===== config.mk =====
export PLATFORM = sky130hd
export DESIGN_NAME = ysyx_25010008_mem_arbiter
export DESIGN_NICKNAME = d
export VERILOG_FILES = /design/src/rtl/ysyx_25010008_mem_arbiter.sv
export SDC_FILE = /design/constraint.sdc
export NUM_CORES = 1
export LEC_CHECK = 0
export BUFFER_PORTS_ARGS = -buffer_cell sky130_fd_sc_hd__buf_2
export CAP_MARGIN = 20
export CORE_AREA = 2 2 125 127
export CTS_CLUSTER_SIZE = 24
export DETAILED_ROUTE_END_ITERATION = 8
export DIE_AREA = 0 0 127 129
export SKIP_CTS_REPAIR_TIMING = 1
export SLEW_MARGIN = 20
export SYNTH_ARGS = -nofsm -noshare
export SYNTH_HDL_FRONTEND = slang
export SYNTH_SLANG_ARGS = --single-unit

===== constraint.sdc =====
create_clock -name clk -period 2.27 [get_ports clk]
set_input_delay 0.227 -clock clk [delete_from_list [all_inputs] [get_ports clk]]
set_output_delay 0.227 -clock clk [all_outputs]
set_load 0.1 [all_outputs]

===== src/rtl/ysyx_25010008_mem_arbiter.sv =====
// Two-requester arbiter and sequencer for the shared memory port.
// M0 is the fetch path and M1 is the load/store path. Ties go round-robin.
// One transaction is in flight at a time: IDLE -> ISSUE -> WAIT -> RESP.
// A watchdog turns a stalled WAIT into an error response.
module ysyx_25010008_mem_arbiter #(
    parameter int AW      = 32,
    parameter int DW      = 32,
    parameter int TIMEOUT = 255
) (
    input  logic            clk,
    input  logic            rst,
    // requester 0 (fetch)
    input  logic            m0_req_valid,
    output logic            m0_req_ready,
    input  logic [AW-1:0]   m0_addr,
    input  logic            m0_wen,
    input  logic [DW-1:0]   m0_wdata,
    input  logic [DW/8-1:0] m0_wmask,
    output logic            m0_resp_valid,
    input  logic            m0_resp_ready,
    output logic [DW-1:0]   m0_rdata,
    output logic            m0_err,
    // requester 1 (load/store)
    input  logic            m1_req_valid,
    output logic            m1_req_ready,
    input  logic [AW-1:0]   m1_addr,
    input  logic            m1_wen,
    input  logic [DW-1:0]   m1_wdata,
    input  logic [DW/8-1:0] m1_wmask,
    output logic            m1_resp_valid,
    input  logic            m1_resp_ready,
    output logic [DW-1:0]   m1_rdata,
    output logic            m1_err,
    // shared memory port
    output logic            s_req_valid,
    input  logic            s_req_ready,
    output logic [AW-1:0]   s_addr,
    output logic            s_wen,
    output logic [DW-1:0]   s_wdata,
    output logic [DW/8-1:0] s_wmask,
    input  logic            s_resp_valid,
    input  logic [DW-1:0]   s_rdata,
    // status
    output logic            busy,
    output logic            grant
);

    typedef enum logic [1:0] {
        S_IDLE  = 2'd0,
        S_ISSUE = 2'd1,
        S_WAIT  = 2'd2,
        S_RESP  = 2'd3
    } state_t;

    // Timer is wide enough to reach TIMEOUT and saturates instead of wrapping.
    localparam int            TW         = (TIMEOUT > 0) ? $clog2(TIMEOUT + 1) : 1;
    localparam logic [TW-1:0] TIMER_LAST = TW'((TIMEOUT > 0) ? TIMEOUT - 1 : 0);
    localparam logic [TW-1:0] TIMER_MAX  = '1;

    state_t          state;
    state_t          state_next;
    logic            last_grant;
    logic [TW-1:0]   timer;
    logic [DW-1:0]   rdata;
    logic            err;

    logic            any_valid;
    logic            win;
    logic            accept;
    logic            timeout_hit;
    logic            resp_hs;

    // Winner selection and per-cycle handshake conditions.
    always_comb begin
        any_valid   = m0_req_valid | m1_req_valid;
        // Both valid: the requester that did not win last time goes next.
        win         = (m0_req_valid && m1_req_valid) ? ~last_grant : m1_req_valid;
        // Gated by rst so no handshake is advertised in a cycle that reset discards.
        accept      = rst && (state == S_IDLE) && any_valid;
        timeout_hit = (TIMEOUT != 0) && (timer == TIMER_LAST);
        resp_hs     = (state == S_RESP) && (grant ? m1_resp_ready : m0_resp_ready);
    end

    // State register.
    always_ff @(posedge clk) begin
        // NOTE: sequential state uses non-blocking assignments so every flop
        // samples the pre-edge value regardless of block ordering.
        if (!rst) state <= S_IDLE;
        else      state <= state_next;
    end

    // Next-state decode.
    always_comb begin
        // NOTE: default assigned first so no path leaves state_next unassigned
        // and no latch is inferred.
        state_next = state;
        case (state)
            S_IDLE:  if (any_valid)                    state_next = S_ISSUE;
            S_ISSUE: if (s_req_ready)                  state_next = S_WAIT;
            S_WAIT:  if (s_resp_valid || timeout_hit)  state_next = S_RESP;
            S_RESP:  if (resp_hs)                      state_next = S_IDLE;
            default:                                   state_next = S_IDLE;
        endcase
    end

    // Request latch, watchdog timer, response capture and round-robin history.
    always_ff @(posedge clk) begin
        if (!rst) begin
            last_grant <= 1'b1;
            grant      <= 1'b0;
            timer      <= '0;
            rdata      <= '0;
            err        <= 1'b0;
            s_addr     <= '0;
            s_wen      <= 1'b0;
            s_wdata    <= '0;
            s_wmask    <= '0;
        end else begin
            case (state)
                S_IDLE: begin
                    if (accept) begin
                        grant   <= win;
                        s_addr  <= win ? m1_addr  : m0_addr;
                        s_wen   <= win ? m1_wen   : m0_wen;
                        s_wdata <= win ? m1_wdata : m0_wdata;
                        s_wmask <= win ? m1_wmask : m0_wmask;
                    end
                end
                S_ISSUE: begin
                    if (s_req_ready) timer <= '0;
                end
                S_WAIT: begin
                    if (timer != TIMER_MAX) timer <= timer + 1'b1;
                    // A real response beats a watchdog expiry in the same cycle.
                    if (s_resp_valid) begin
                        rdata <= s_rdata;
                        err   <= 1'b0;
                    end else if (timeout_hit) begin
                        rdata <= '0;
                        err   <= 1'b1;
                    end
                end
                S_RESP: begin
                    if (resp_hs) last_grant <= grant;
                end
                default: ;
            endcase
        end
    end

    assign m0_req_ready  = accept & ~win;
    assign m1_req_ready  = accept &  win;
    assign s_req_valid   = (state == S_ISSUE);
    assign m0_resp_valid = (state == S_RESP) & ~grant;
    assign m1_resp_valid = (state == S_RESP) &  grant;
    assign m0_rdata      = rdata;
    assign m1_rdata      = rdata;
    assign m0_err        = err;
    assign m1_err        = err;
    assign busy          = (state != S_IDLE);

endmodule


### Word level (Yosys, flattened, before mapping)

Index checks and enable logic that the tools add are counted.

* register bits: 114
* output and inout port bits: 142
* word-level logic and storage cells: 61
* bits of input ports: 178

* reduce and logical (&&, ||, !) cells: 14
* bitwise operators: 8
* multiplexer cells: 18
* $add $sub $neg: 1
* equal/unequal tests: 10

Operator list (number)
* $mux 32: 4
* $mux 8: 2
* $pmux 8 s2: 1
* $add 8x1->8 const B: 1
* $eq 8x8->1 const B: 1
* $mux 2: 4
* $ne 2x2->1 const B: 4
* $ne 8x8->1 const B: 1
* $pmux 2 s4: 1
* $reduce_and 2->1: 3
* $reduce_bool 2->1: 3
* $mux 1: 5
* $and 1x1->1: 4
* $eq 2x2->1 const B: 2
* $logic_and 1x1->1: 4
* $mux 4: 1
* $reduce_and 4->1: 1
* $not 1->1: 3
* $reduce_and 3->1: 1
* $eq 2x1->1 const B: 1
* $logic_not 2->1: 1
* $ne 2x1->1 const B: 1
* $logic_or 1x1->1: 1
* $or 1x1->1: 1

### Longest topological paths before layout

* word-level depth: 4
* depth in mapped cells: 9
* depth with buffers taken out: 6

### Least setup slack after synthesis

OpenSTA, ideal clock, no wires.

* path kind: register -> register
* start: reg state[0]
* end: reg s_wdata[1]
* buffers on the path: 1
* required time: 2199 ps
* data arrival time: 2526 ps
* cell stages (with the launch flop): 8
* clock period less this slack: 2598 ps
* slack: -328 ps
* library setup time: 71 ps
* path through: dfxtp_1 inv_1 ha_1 nand3_1 a21oi_1 clkbuf_1 a222oi_1 nor2_1

* cells in the longest elaborated chain, start to end: 4

RTL lines
* start, declared: RTL line 60 `state_t state;`
* start signal, assigned: RTL line 89 `else state <= state_next;`
* $logic_not 2->1 (*): RTL line 79, 119
* $logic_and 1x1->1 (2 in series): RTL line 79 `accept = rst && (state == S_IDLE) && any_valid;`
* $reduce_and 2->1 (no source line) (*)
* end signal, assigned: RTL line 125 `s_wdata <= win ? m1_wdata : m0_wdata;`
* end, declared: RTL line 39 `output logic [DW-1:0] s_wdata,`

Every way passes the cells marked *; elsewhere a longest branch is shown, timed or not.
A chain may end at the register's enable or synchronous reset.

### Worst setup path in the final report

* start: reg state[0]
* end: out m0_req_ready

* cells in the longest elaborated chain, start to end: 4

RTL lines
* $logic_not 2->1: RTL line 79
* $logic_and 1x1->1 (2 in series): RTL line 79
* $and 1x1->1: RTL line 151 `assign m0_req_ready = accept & ~win;`
* end, declared: RTL line 14 `output logic m0_req_ready,`

No other way between the ends.

==> summary.txt <==
Synth top area share = 51.50%
Place WS = 0.2298 ns
Crit. End Element = output pin
CP top delay family = buffers and inverters
first-pass GRT wire length = 21.87 mm
Setup-failing EPs final = 0
RSZ-0062 raised after global routing = no
Placer Congestion = 0.7812
WL final = 14.74 mm
final setup margin = 0.1108 ns
Endpoint, Worst Hold = m0_rdata[26]
Main synth FF type = dfxtp_1
Period minus WS final = 2.159 ns
clk sinks = 114
CTS max path bufs = 2
CP Buf/Inv Count = 3
DRC = 0
final hold slack = 0.03067 ns
DIE WIDTH = 127 um
worst min path class = input port to flip-flop
Final Skew = 0.005726 ns
cell area after synthesis = 4432 um2
drt first pass iters = 6
footprint of the multi-input gates = 1747 um2
Synth Area per Inst = 10.12 um2
Routed WL per cell = 16.13 um
Num CTS Buffers = 17
Mapped Cells = 438
1st-iter DRT viols = 493
Starting Density = 29.59%
R2R Path Start = state[0]
max_cap viols = 0
Post-DP HPWL = 10.99 mm
H-Tree Depth = 4
relative slew slack = 53.66%
highest metal used = met4
Ant. Diodes = 0
Slew @ Worst Pin = 0.6924 ns
CTS tree = done
core area = 14980 um2
Worst R2R End = s_addr[0]
Die ar. = 16380 um2
Ports = 320
Post-Layout Inst Area = 6610 um2
post-synth cell types = 33
HP Start = s_rdata[26]
setup tns final = 0 ns
largest net degree at the start of global routing = 41
Final ANT Viol Nets = 0
CP Cell Sequence = inv_1 > ha_2 > nand3_1 > a21oi_4 > buf_6 > buf_12
arrival time at the worst endpoint = 1.93 ns
post-synthesis async set-or-reset flop share = 0%
clk root buf = clkbuf_16
PnR Total Power = 9.081 mW
Pins Over Slew Limit = 0
EDFF count, synth = 0
final non-filler cell total = 914
initial antenna violation count = 0
Final period util = 95.12%
Worst R2R Setup Slack = 0.23 ns
PD cells = 1374 nW/um2
post-synthesis sequential area ratio = 51.50%
fmax = 0.4631 GHz
row cnt = 45
Synth Register Bits = 114
die height = 129 um
Vias = 4650
Layout area overhead = 49.15%
Placed Instances = 882
dominant cells by area after synthesis = dfxtp_1 (51%), a222oi_1 (16%), a22o_1 (6.3%), nor2_1 (6.1%), buf_4 (5.8%)
number of global-route vias before repair = 4337
input/output buffers = 319
WL met2 = 7.272 mm
Crit Path Class = flip-flop to output pin
total track usage = 16.81%
peak supply drop = 0.6686 mV
Worst path slowest cell = dfxtp_1
Post-Syn Nets = 623
routed vias/inst = 5.088
hold depth = 2
filler cell count = 1497
Critical Path RT = 2.04 ns
Skew-Pair Late Insertion Delay = 0.40 ns
placed cell area = 5986 um2
layout cells sized above 1 = 50.69%
Max FO, Critical Path = 31
FF/Latch Area = 2282 um2
Overflow after GRT = 0
cells on worst reg2reg path = 7
Pleak = 3.299 nW
status = finished, final reports clean
crit start category = flip-flop
Metal-1 WL = 6.126 mm
Final nets = 898
Clk pin slew, worst setup/hold paths = 0.05 ns
final hold viol count = 0
Final Util = 44.14%
Critical Path Max Stage Delay = 0.33 ns
Yosys warnings = 0
WL met3 = 1.152 mm
cell taking the most area after synthesis = dfxtp_1
## placed cells by master (no fill, tap or decap), types with 2 or more instances in the layout
cell type,count
a21oi_1,9
a21oi_4,2
a222oi_1,70
a22o_1,32
and2_1,2
buf_12,2
buf_2,317
buf_4,8
buf_6,2
bufinv_16,4
clkbuf_1,5
clkbuf_16,17
clkinv_2,3
clkinvlp_4,2
dfxtp_1,114
ha_1,5
ha_2,2
inv_1,7
inv_2,2
mux2i_1,2
nand2_1,9
nand3_1,4
nand4_1,3
nor2_1,72
o21ai_0,5
o31ai_1,2
or3_1,3
or4_1,4
## Yosys cell counts (2+ instances only)
cell type and count:
nand3_1 4, buf_6 2, nand4_1 3, a22o_1 32, ha_1 7, o21ai_0 6
nor2_1 72, o31ai_1 2, or3_1 4, dfxtp_1 114, clkbuf_1 35, nor2b_1 2
or4_1 4, nand2_1 9, inv_1 7, and2_1 2, a222oi_1 70, mux2i_1 2
inv_2 2, buf_2 2, buf_4 34, a21oi_1 12
## per-layer routing
layer	global-route usage, %	vias to the layer above
met5	0	-
met4	5.688	0
met3	4.283	15
met2	28.15	232
met1	21.23	2185
li1	-	2218
## state kept, by name (all words and copies together) (netlist names)
name	count
s_wmask	4
s_addr	32
m0_err	1
last_grant	1
grant	1
m0_rdata	32
s_wen	1
timer	8
state	2
s_wdata	32
## cells by family after synthesis
group	Yosys count	synth area share [%]
AOI/OAI and AO/OA	129	25.61
xor gates and xnor gates	1	0.1977
adders and majority gates	7	1.976
buffers and inverters	82	10.22
DFF	114	51.50
muxes	3	0.7058
and+or+nand+nor	102	9.797
## area by class of cell
class	count	share of cell area, %
multi-input cells	242	26.42
clock inverters	10	2.404
well taps	188	3.559
clock buffers	22	6.720
inverters	9	0.5111
flip-flops and latches	114	34.53
repair buffers	329	25.86
## how the worst max path moves through the flow
stage / startpoint / to / slack [ns] / cells after the start
2_1_floorplan: grant / m1_resp_valid / 0.15 / 1
3_3_place_gp: state[0] / timer[5] / 0.28 / 6
3_5_place_dp: state[0] / timer[7] / 0.23 / 6
4_1_cts: state[0] / m0_req_ready / -0.03 / 6
5_1_grt: state[0] / m0_req_ready / 0.01 / 6
6_report: state[0] / m0_req_ready / 0.11 / 6
## where the power goes
group | internal [mW] | switching, mW
clock network | 1.83 | 0.879
logic | 0.765 | 3.15
registers | 2.27 | 0.182
## worst reg2reg max path: stages, from the launching register on
cell      delay, ns
dfxtp_1        0.33
inv_1          0.13
ha_2           0.27
inv_2          0.05
or3_2          0.49
buf_4          0.24
a222oi_1       0.31
nor2_1         0.08
Note: power is estimated with default switching activity, not from simulation.
